==> src/rtl/aes_key_schedule_ctrl.sv <==
// AES-128 key-schedule sequencer: drives a single-round key generator NR times and
// keeps all NR+1 round keys in a local store for indexed readout by the cipher pipeline.
//
// state | meaning
// IDLE  | waiting for start; store holds last schedule (valid when keys_ready_o)
// LOAD  | write cipher key as round key 0, prime generator inputs
// ROUND | request held on generator; capture result, advance round number
// FIN   | done pulse, schedule marked ready on exit
module aes_key_schedule_ctrl #(
  parameter int NR = 10,
  parameter int KW = 128
) (
  input  logic          clk_i,
  input  logic          rst_i,
  input  logic          start_i,
  input  logic [KW-1:0] key_i,
  output logic          busy_o,
  output logic          done_o,
  output logic          keys_ready_o,
  output logic [KW-1:0] gen_key_o,
  output logic [3:0]    gen_rnum_o,
  output logic          gen_valid_in_o,
  input  logic          gen_valid_out_i,
  input  logic [KW-1:0] gen_out_key_i,
  input  logic [3:0]    rd_addr_i,
  output logic [KW-1:0] rd_key_o
);

  typedef enum logic [1:0] {
    S_IDLE,
    S_LOAD,
    S_ROUND,
    S_FIN
  } state_e;

  localparam logic [3:0] LAST_RND = 4'(NR);

  state_e        state_q;
  logic [KW-1:0] key_q;
  logic [KW-1:0] store_q [NR+1];
  logic          busy_q;
  logic          done_q;
  logic          keys_ready_q;
  logic [KW-1:0] gen_key_q;
  logic [3:0]    gen_rnum_q;
  logic          gen_valid_in_q;

  always_ff @(posedge clk_i) begin
    if (rst_i) begin
      state_q        <= S_IDLE;
      key_q          <= '0;
      busy_q         <= 1'b0;
      done_q         <= 1'b0;
      keys_ready_q   <= 1'b0;
      gen_key_q      <= '0;
      gen_rnum_q     <= 4'd0;
      gen_valid_in_q <= 1'b0;
      for (int i = 0; i <= NR; i++) store_q[i] <= '0;
    end else begin
      case (state_q)
        S_IDLE: begin
          if (start_i) begin
            key_q        <= key_i;
            keys_ready_q <= 1'b0;
            busy_q       <= 1'b1;
            state_q      <= S_LOAD;
          end
        end
        S_LOAD: begin
          store_q[0]     <= key_q;
          gen_key_q      <= key_q;
          gen_rnum_q     <= 4'd1;
          gen_valid_in_q <= 1'b1;
          state_q        <= S_ROUND;
        end
        S_ROUND: begin
          // Request and operands stay frozen until the generator answers.
          if (gen_valid_out_i) begin
            for (int i = 1; i <= NR; i++) begin
              if (gen_rnum_q == 4'(i)) store_q[i] <= gen_out_key_i;
            end
            gen_key_q <= gen_out_key_i;
            if (gen_rnum_q == LAST_RND) begin
              gen_valid_in_q <= 1'b0;
              gen_rnum_q     <= 4'd0;
              done_q         <= 1'b1;
              state_q        <= S_FIN;
            end else begin
              gen_rnum_q <= gen_rnum_q + 4'd1;
            end
          end
        end
        S_FIN: begin
          done_q       <= 1'b0;
          busy_q       <= 1'b0;
          keys_ready_q <= 1'b1;
          state_q      <= S_IDLE;
        end
        default: state_q <= S_IDLE;
      endcase
    end
  end

  always_comb begin
    rd_key_o = '0;
    for (int i = 0; i <= NR; i++) begin
      if (rd_addr_i == 4'(i)) rd_key_o = store_q[i];
    end
  end

  assign busy_o         = busy_q;
  assign done_o         = done_q;
  assign keys_ready_o   = keys_ready_q;
  assign gen_key_o      = gen_key_q;
  assign gen_rnum_o     = gen_rnum_q;
  assign gen_valid_in_o = gen_valid_in_q;

endmodule

==> config.mk <==
export PLATFORM = sky130hd
export DESIGN_NAME = aes_key_schedule_ctrl
export DESIGN_NICKNAME = d
export VERILOG_FILES = /design/src/rtl/aes_key_schedule_ctrl.sv
export SDC_FILE = /design/constraint.sdc
export NUM_CORES = 2
export LEC_CHECK = 0
export ABC_AREA = 1
export ABC_CLOCK_PERIOD_IN_PS = 36800
export CORE_MARGIN = 2
export CORE_UTILIZATION = 50
export CTS_CLUSTER_DIAMETER = 80
export DETAILED_ROUTE_END_ITERATION = 8
export GPL_ROUTABILITY_DRIVEN = 0
export MAX_ROUTING_LAYER = met4
export PLACE_DENSITY = 0.78
export SETUP_SLACK_MARGIN = 0.1
export SYNTH_ARGS = -nofsm -noshare
export SYNTH_HDL_FRONTEND = slang
export SYNTH_SLANG_ARGS = --single-unit
==> constraint.sdc <==
create_clock -name clk_i -period 36.8 [get_ports clk_i]
set_input_delay 7.36 -clock clk_i [delete_from_list [all_inputs] [get_ports clk_i]]
set_output_delay 7.36 -clock clk_i [all_outputs]
set_load 0.005 [all_outputs]
=== Word-level counts from Yosys, hierarchy flattened ===
Memory sizes are Yosys's and may differ from the RTL's.
Index checks and enable logic that the tools add are counted.

* Word-level logic and storage cells: 154
* Memories: 1
* Memory bits (writable): 1408
* Bits of input ports: 264
* Output and inout port bits: 264
* Flip-flop bits (word level): 266

{| class="wikitable"
|+ Memories
! memory !! depth !! bits a word !! read ports !! clocked after memory_dff !! write ports !! RTL line !! text
|-
| store_q || 11 || 128 || 11 || 0 || 11 || 40 || <nowiki>logic [KW-1:0] store_q [NR+1];</nowiki>
|}

* Muxes and demuxes: 96
* Reduce and logical (&&, ||, !) cells: 11
* Add/sub/neg operators: 1
* Equal/unequal tests: 26
* Bitwise logic cells: 11

{| class="wikitable"
|+ Operator list
! kind !! count
|-
| 2-to-1 mux 128 bit || 23
|-
| one-hot mux 128 bit (2 select lines) || 1
|-
| 2-to-1 mux 1 bit || 61
|-
| == test 4 x 3 -> 1 bit (second input constant) || 8
|-
| == test 4 bit (second input constant) || 6
|-
| == test 4 x 2 -> 1 bit (second input constant) || 4
|-
| bitwise OR 1 bit || 11
|-
| AND reduction 3 bit || 3
|-
| == test 4 x 1 -> 1 bit (second input constant) || 2
|-
| 2-to-1 mux 4 bit || 2
|-
| one-hot mux 1 bit (2 select lines) || 4
|-
| one-hot mux 2 bit (4 select lines) || 1
|-
| one-hot mux 4 bit (2 select lines) || 1
|-
| 2-to-1 mux 2 bit || 3
|-
| != test 2 bit (second input constant) || 3
|-
| AND reduction 2 bit || 3
|-
| nonzero test 2 bit || 3
|-
| adder 4 x 1 -> 4 bit (second input constant) || 1
|-
| == test 2 bit (second input constant) || 2
|-
| zero test 4 bit || 1
|-
| == test 2 x 1 -> 1 bit (second input constant) || 1
|-
| zero test 2 bit || 1
|}

=== Longest topological paths before layout ===
* Word-level depth: 12
* Depth in mapped cells: 12
* Gate-level depth less buffers: 10

=== Worst setup path after synthesis ===
OpenSTA, ideal clock, no wires.

* Path type: in2reg
* From: in gen_valid_out_i
* To: mem store_q[6][0] (enable)
* Setup time: 0.792 ns
* Stages on the path: 4
* Arrival time: 16.582 ns
* Data required time: 36.008 ns
* Buffers on the path: 0
* Path slack: 19.426 ns
* Cell sequence: nand2_4 -> nor2_1 -> inv_1 -> o21ai_0

{| class="wikitable"
|+ RTL lines
! what !! RTL line !! text
|-
| start, declared || 23 || <nowiki>input logic gen_valid_out_i,</nowiki>
|-
| end, declared || 40 ||
|}

=== Final worst setup path ===
* From: in rd_addr_i[0]
* To: out rd_key_o[122]

* Longest elaborated chain between the ends: 12

{| class="wikitable"
|+ Ends and longest elaborated chain
! what !! RTL line !! text
|-
| start, declared || 25 || <nowiki>input logic [3:0] rd_addr_i,</nowiki>
|-
| zero test 4 bit || 107 || <nowiki>if (rd_addr_i == 4'(i)) rd_key_o = store_q[i];</nowiki>
|-
| 2-to-1 mux 128 bit (10 in series) || 107 ||
|-
| 2-to-1 mux 128 bit * || 107 ||
|-
| end, declared || 26 || <nowiki>output logic [KW-1:0] rd_key_o</nowiki>
|}

Every way passes the cells marked *; elsewhere a longest branch is shown, timed or not.

==> flow_summary.json <==
{
  "ios": 528,
  "antenna_found_initial": 6,
  "placement.io_buffers": 527,
  "max_freq_mhz": 52.7,
  "skew_ps": 27.0,
  "setup_tns_ps": 0,
  "clk_latency_ps": 830,
  "worst_path_most_repeated_cell": "nand2_1",
  "fin_area_um2": 82800,
  "dieArea_um2": 145000,
  "path_max_fanout": 58,
  "outcome": "completed",
  "avgSynthCellArea_um2": 10.0,
  "cpMaxStageDelayCell": "nand2_4",
  "fin_crit_ps": 18970,
  "p_switching_uw": 1340,
  "grt_max_degree": 197,
  "area.growth.synth_to_final_pct": 17.0,
  "syn-num-nets": 7349,
  "synth_seq_cells": 1674,
  "grt_pass1_wl_mm": 335,
  "grt_setup_unrepaired": "false",
  "crit_family": "buffers and inverters",
  "numCtsBuffers": 169,
  "r2r_setup_slack_ps": 31750,
  "netlist_area_um2": 70800,
  "layout_commonest_cell": "nor2_1",
  "cts_setup_buffers": 0,
  "yosysSeqAreaShare": 0.672,
  "cts_root_buffer": "clkbuf_16",
  "holdCritPathClass": "reg2reg",
  "powerDensity_nw_per_um2": 58.4,
  "p_int_uw": 3500,
  "final_cell_mix": "nor2_1 (1805), edfxtp_1 (1408), nand2_1 (822), inv_1 (564), nand3_1 (544)",
  "wire_per_inst_um": 24.3,
  "path_buf_inv": 5,
  "num_vias": 56100,
  "critPathMaxStageDelay_ps": 740,
  "drt_wl_total_mm": 229,
  "p_comb_frac": 0.161,
  "worst_pin_slew_ps": 1330,
  "firstDrtPassIters": 7,
  "crit_arrival_ps": 11610,
  "drc": 0,
  "htree_levels": 4,
  "drt_iter0_drc": 7666,
  "syn_inst": 7081,
  "final_antenna_net_count": 0,
  "crit_required_ps": 29440,
  "slew_headroom": 0.113,
  "path_clk_slew_ps": 60,
  "cp-start-kind": "primary input",
  "cp_cell_sequence": "clkdlybuf4s50_1 -> nand2_1 -> inv_2 -> nand2_4 -> buf_4 -> inv_1 -> nand2_1 -> nand3_1 -> nand2_1 -> nand3_1 -> nand2_1 -> nand3_1 -> clkdlybuf4s50_1",
  "grt_use_total": 0.318,
  "row_count": 138,
  "core_area_um2": 141000,
  "drive_gt1_frac": 0.0656,
  "place_area_um2": 77300,
  "start_util": 0.502,
  "p_leak_uw": 0.0306,
  "clockPowerShare": 0.355,
  "ctsResizeCount": 0,
  "die_h_um": 380,
  "irDropWorstVdd_v": 0.0000685,
  "setup_violations": 0,
  "final-hold-violation-count": 0,
  "path_class": "in2out",
  "overflow": 0,
  "cts_buffer_depth": 3,
  "postCtsHoldBufs": 0,
  "seqPwrFrac": 0.484,
  "ys.warnings.count": 0,
  "cap_violations": 0,
  "hpwl_mm": 127,
  "routed_via_density": 5.95,
  "critPathCaptureType": "output port",
  "period_share": 0.516,
  "dieWidth_um": 380,
  "clkSinkCount": 1674,
  "drv_slew": 0,
  "cts_tree": "built",
  "grt_pass1_vias": 53800,
  "nets": 7651,
  "synthDistinctLibCells": 30,
  "swShare": 0.276
}
[synth_stat cells]
cell type | number | area, um2
nor2_1 | 1811 | 6800
edfxtp_1 | 1408 | 42300
nand2_1 | 834 | 3130
inv_1 | 565 | 2120
nand3_1 | 545 | 2730
a21oi_1 | 491 | 2460
clkbuf_1 | 308 | 1160
o21ai_0 | 273 | 1370
dfxtp_1 | 266 | 5330
nand4_1 | 252 | 1580
buf_2 | 121 | 606
or2_2 | 117 | 732
buf_1 | 31 | 116
inv_2 | 15 | 56.3
buf_4 | 6 | 45.0
buf_6 | 6 | 67.6
clkinv_1 | 6 | 22.5
ha_1 | 4 | 50.1
nor2_2 | 4 | 25.0
nor3_1 | 4 | 20.0
o21ai_1 | 4 | 20.0
nor4_2 | 2 | 25.0
a31oi_1 | 1 | 6.26
nand2_2 | 1 | 6.26
nand2_4 | 1 | 11.3
nor2_4 | 1 | 11.3
nor3_2 | 1 | 10.0
o211ai_1 | 1 | 7.51
o22ai_1 | 1 | 6.26
or2_0 | 1 | 6.26
[stage by stage]
step / hold slack, ps / worst slack [ps] / util / cells / total power [uW]
2_1_floorplan: 450 / 19430 / - / 7081 / 2760
4_1_cts: 481 / 17850 / 0.587 / 9417 / 4830
3_3_place_gp: 452 / 17950 / 0.548 / 9102 / 3120
6_report: 477 / 17830 / 0.587 / 9424 / 4830
3_5_place_dp: 473 / 17870 / 0.548 / 9102 / 3140
5_1_grt: 506 / 17680 / 0.587 / 9423 / 4980
[power groups by stage]
stage | Sequential (uW) | Combinational, uW | Clock (uW)
detailed placement | 2380 | 763 | 0
finish | 2340 | 778 | 1720
CTS | 2340 | 769 | 1720
global placement | 2370 | 747 | 0
floorplan | 2370 | 383 | 0
global route | 2360 | 836 | 1790
[kinds of logic after synthesis]
family | share of synthesized area
and+or+nand+nor | 0.213
buffers and inverters | 0.0592
DFF | 0.672
adders and majority gates | 0.000707
AOI/OAI and AO/OA | 0.0546
[final timing paths]
path | depth (start not counted) | from | endpoint
worst min-delay path | 2 | key_q[54] | key_q[54]
worst max-delay path | 13 | rd_addr_i[0] | rd_key_o[122]
worst min register to register | 2 | key_q[54] | key_q[54]
worst max register to register | 8 | state_q[0] | store_q[4][8]
[cell type report]
| cell class | count | area, um2 |
|---|---|---|
| clock inverter | 76 | 764 |
| multi-input combinational | 4349 | 19200 |
| tap | 1890 | 2360 |
| clock buffer | 239 | 4710 |
| timing repair buffer | 603 | 5900 |
| fill | 11300 | 58300 |
| inverter | 586 | 2250 |
| sequential | 1674 | 47600 |
| antenna | 7 | 17.5 |
[per-layer routing]
| metal | wire length (um) | up-vias | global-route usage |
|---|---|---|---|
| met5 | 0 | - | - |
| met4 | 10600 | 0 | 0.138 |
| met3 | 30000 | 697 | 0.0630 |
| met2 | 105000 | 4184 | 0.492 |
| met1 | 83200 | 26900 | 0.409 |
| li1 | - | 24300 | - |
[flip-flops by register name, summed over array words and instances, names as in the netlist]
name            flops
gen_valid_in_o      1
key_q             128
done_o              1
state_q             2
busy_o              1
gen_key_o         128
gen_rnum_o          4
store_q          1408
keys_ready_o        1
[worst reg2reg max path, stage by stage, from the launching register on]
cell and delay, ps:
dfxtp_1 330, inv_1 150, ha_4 710, nand2_4 250, nor4_2 530, inv_6 180
nand2_4 690, buf_4 1120, buf_4 720
(Power assumes the default switching activity.)
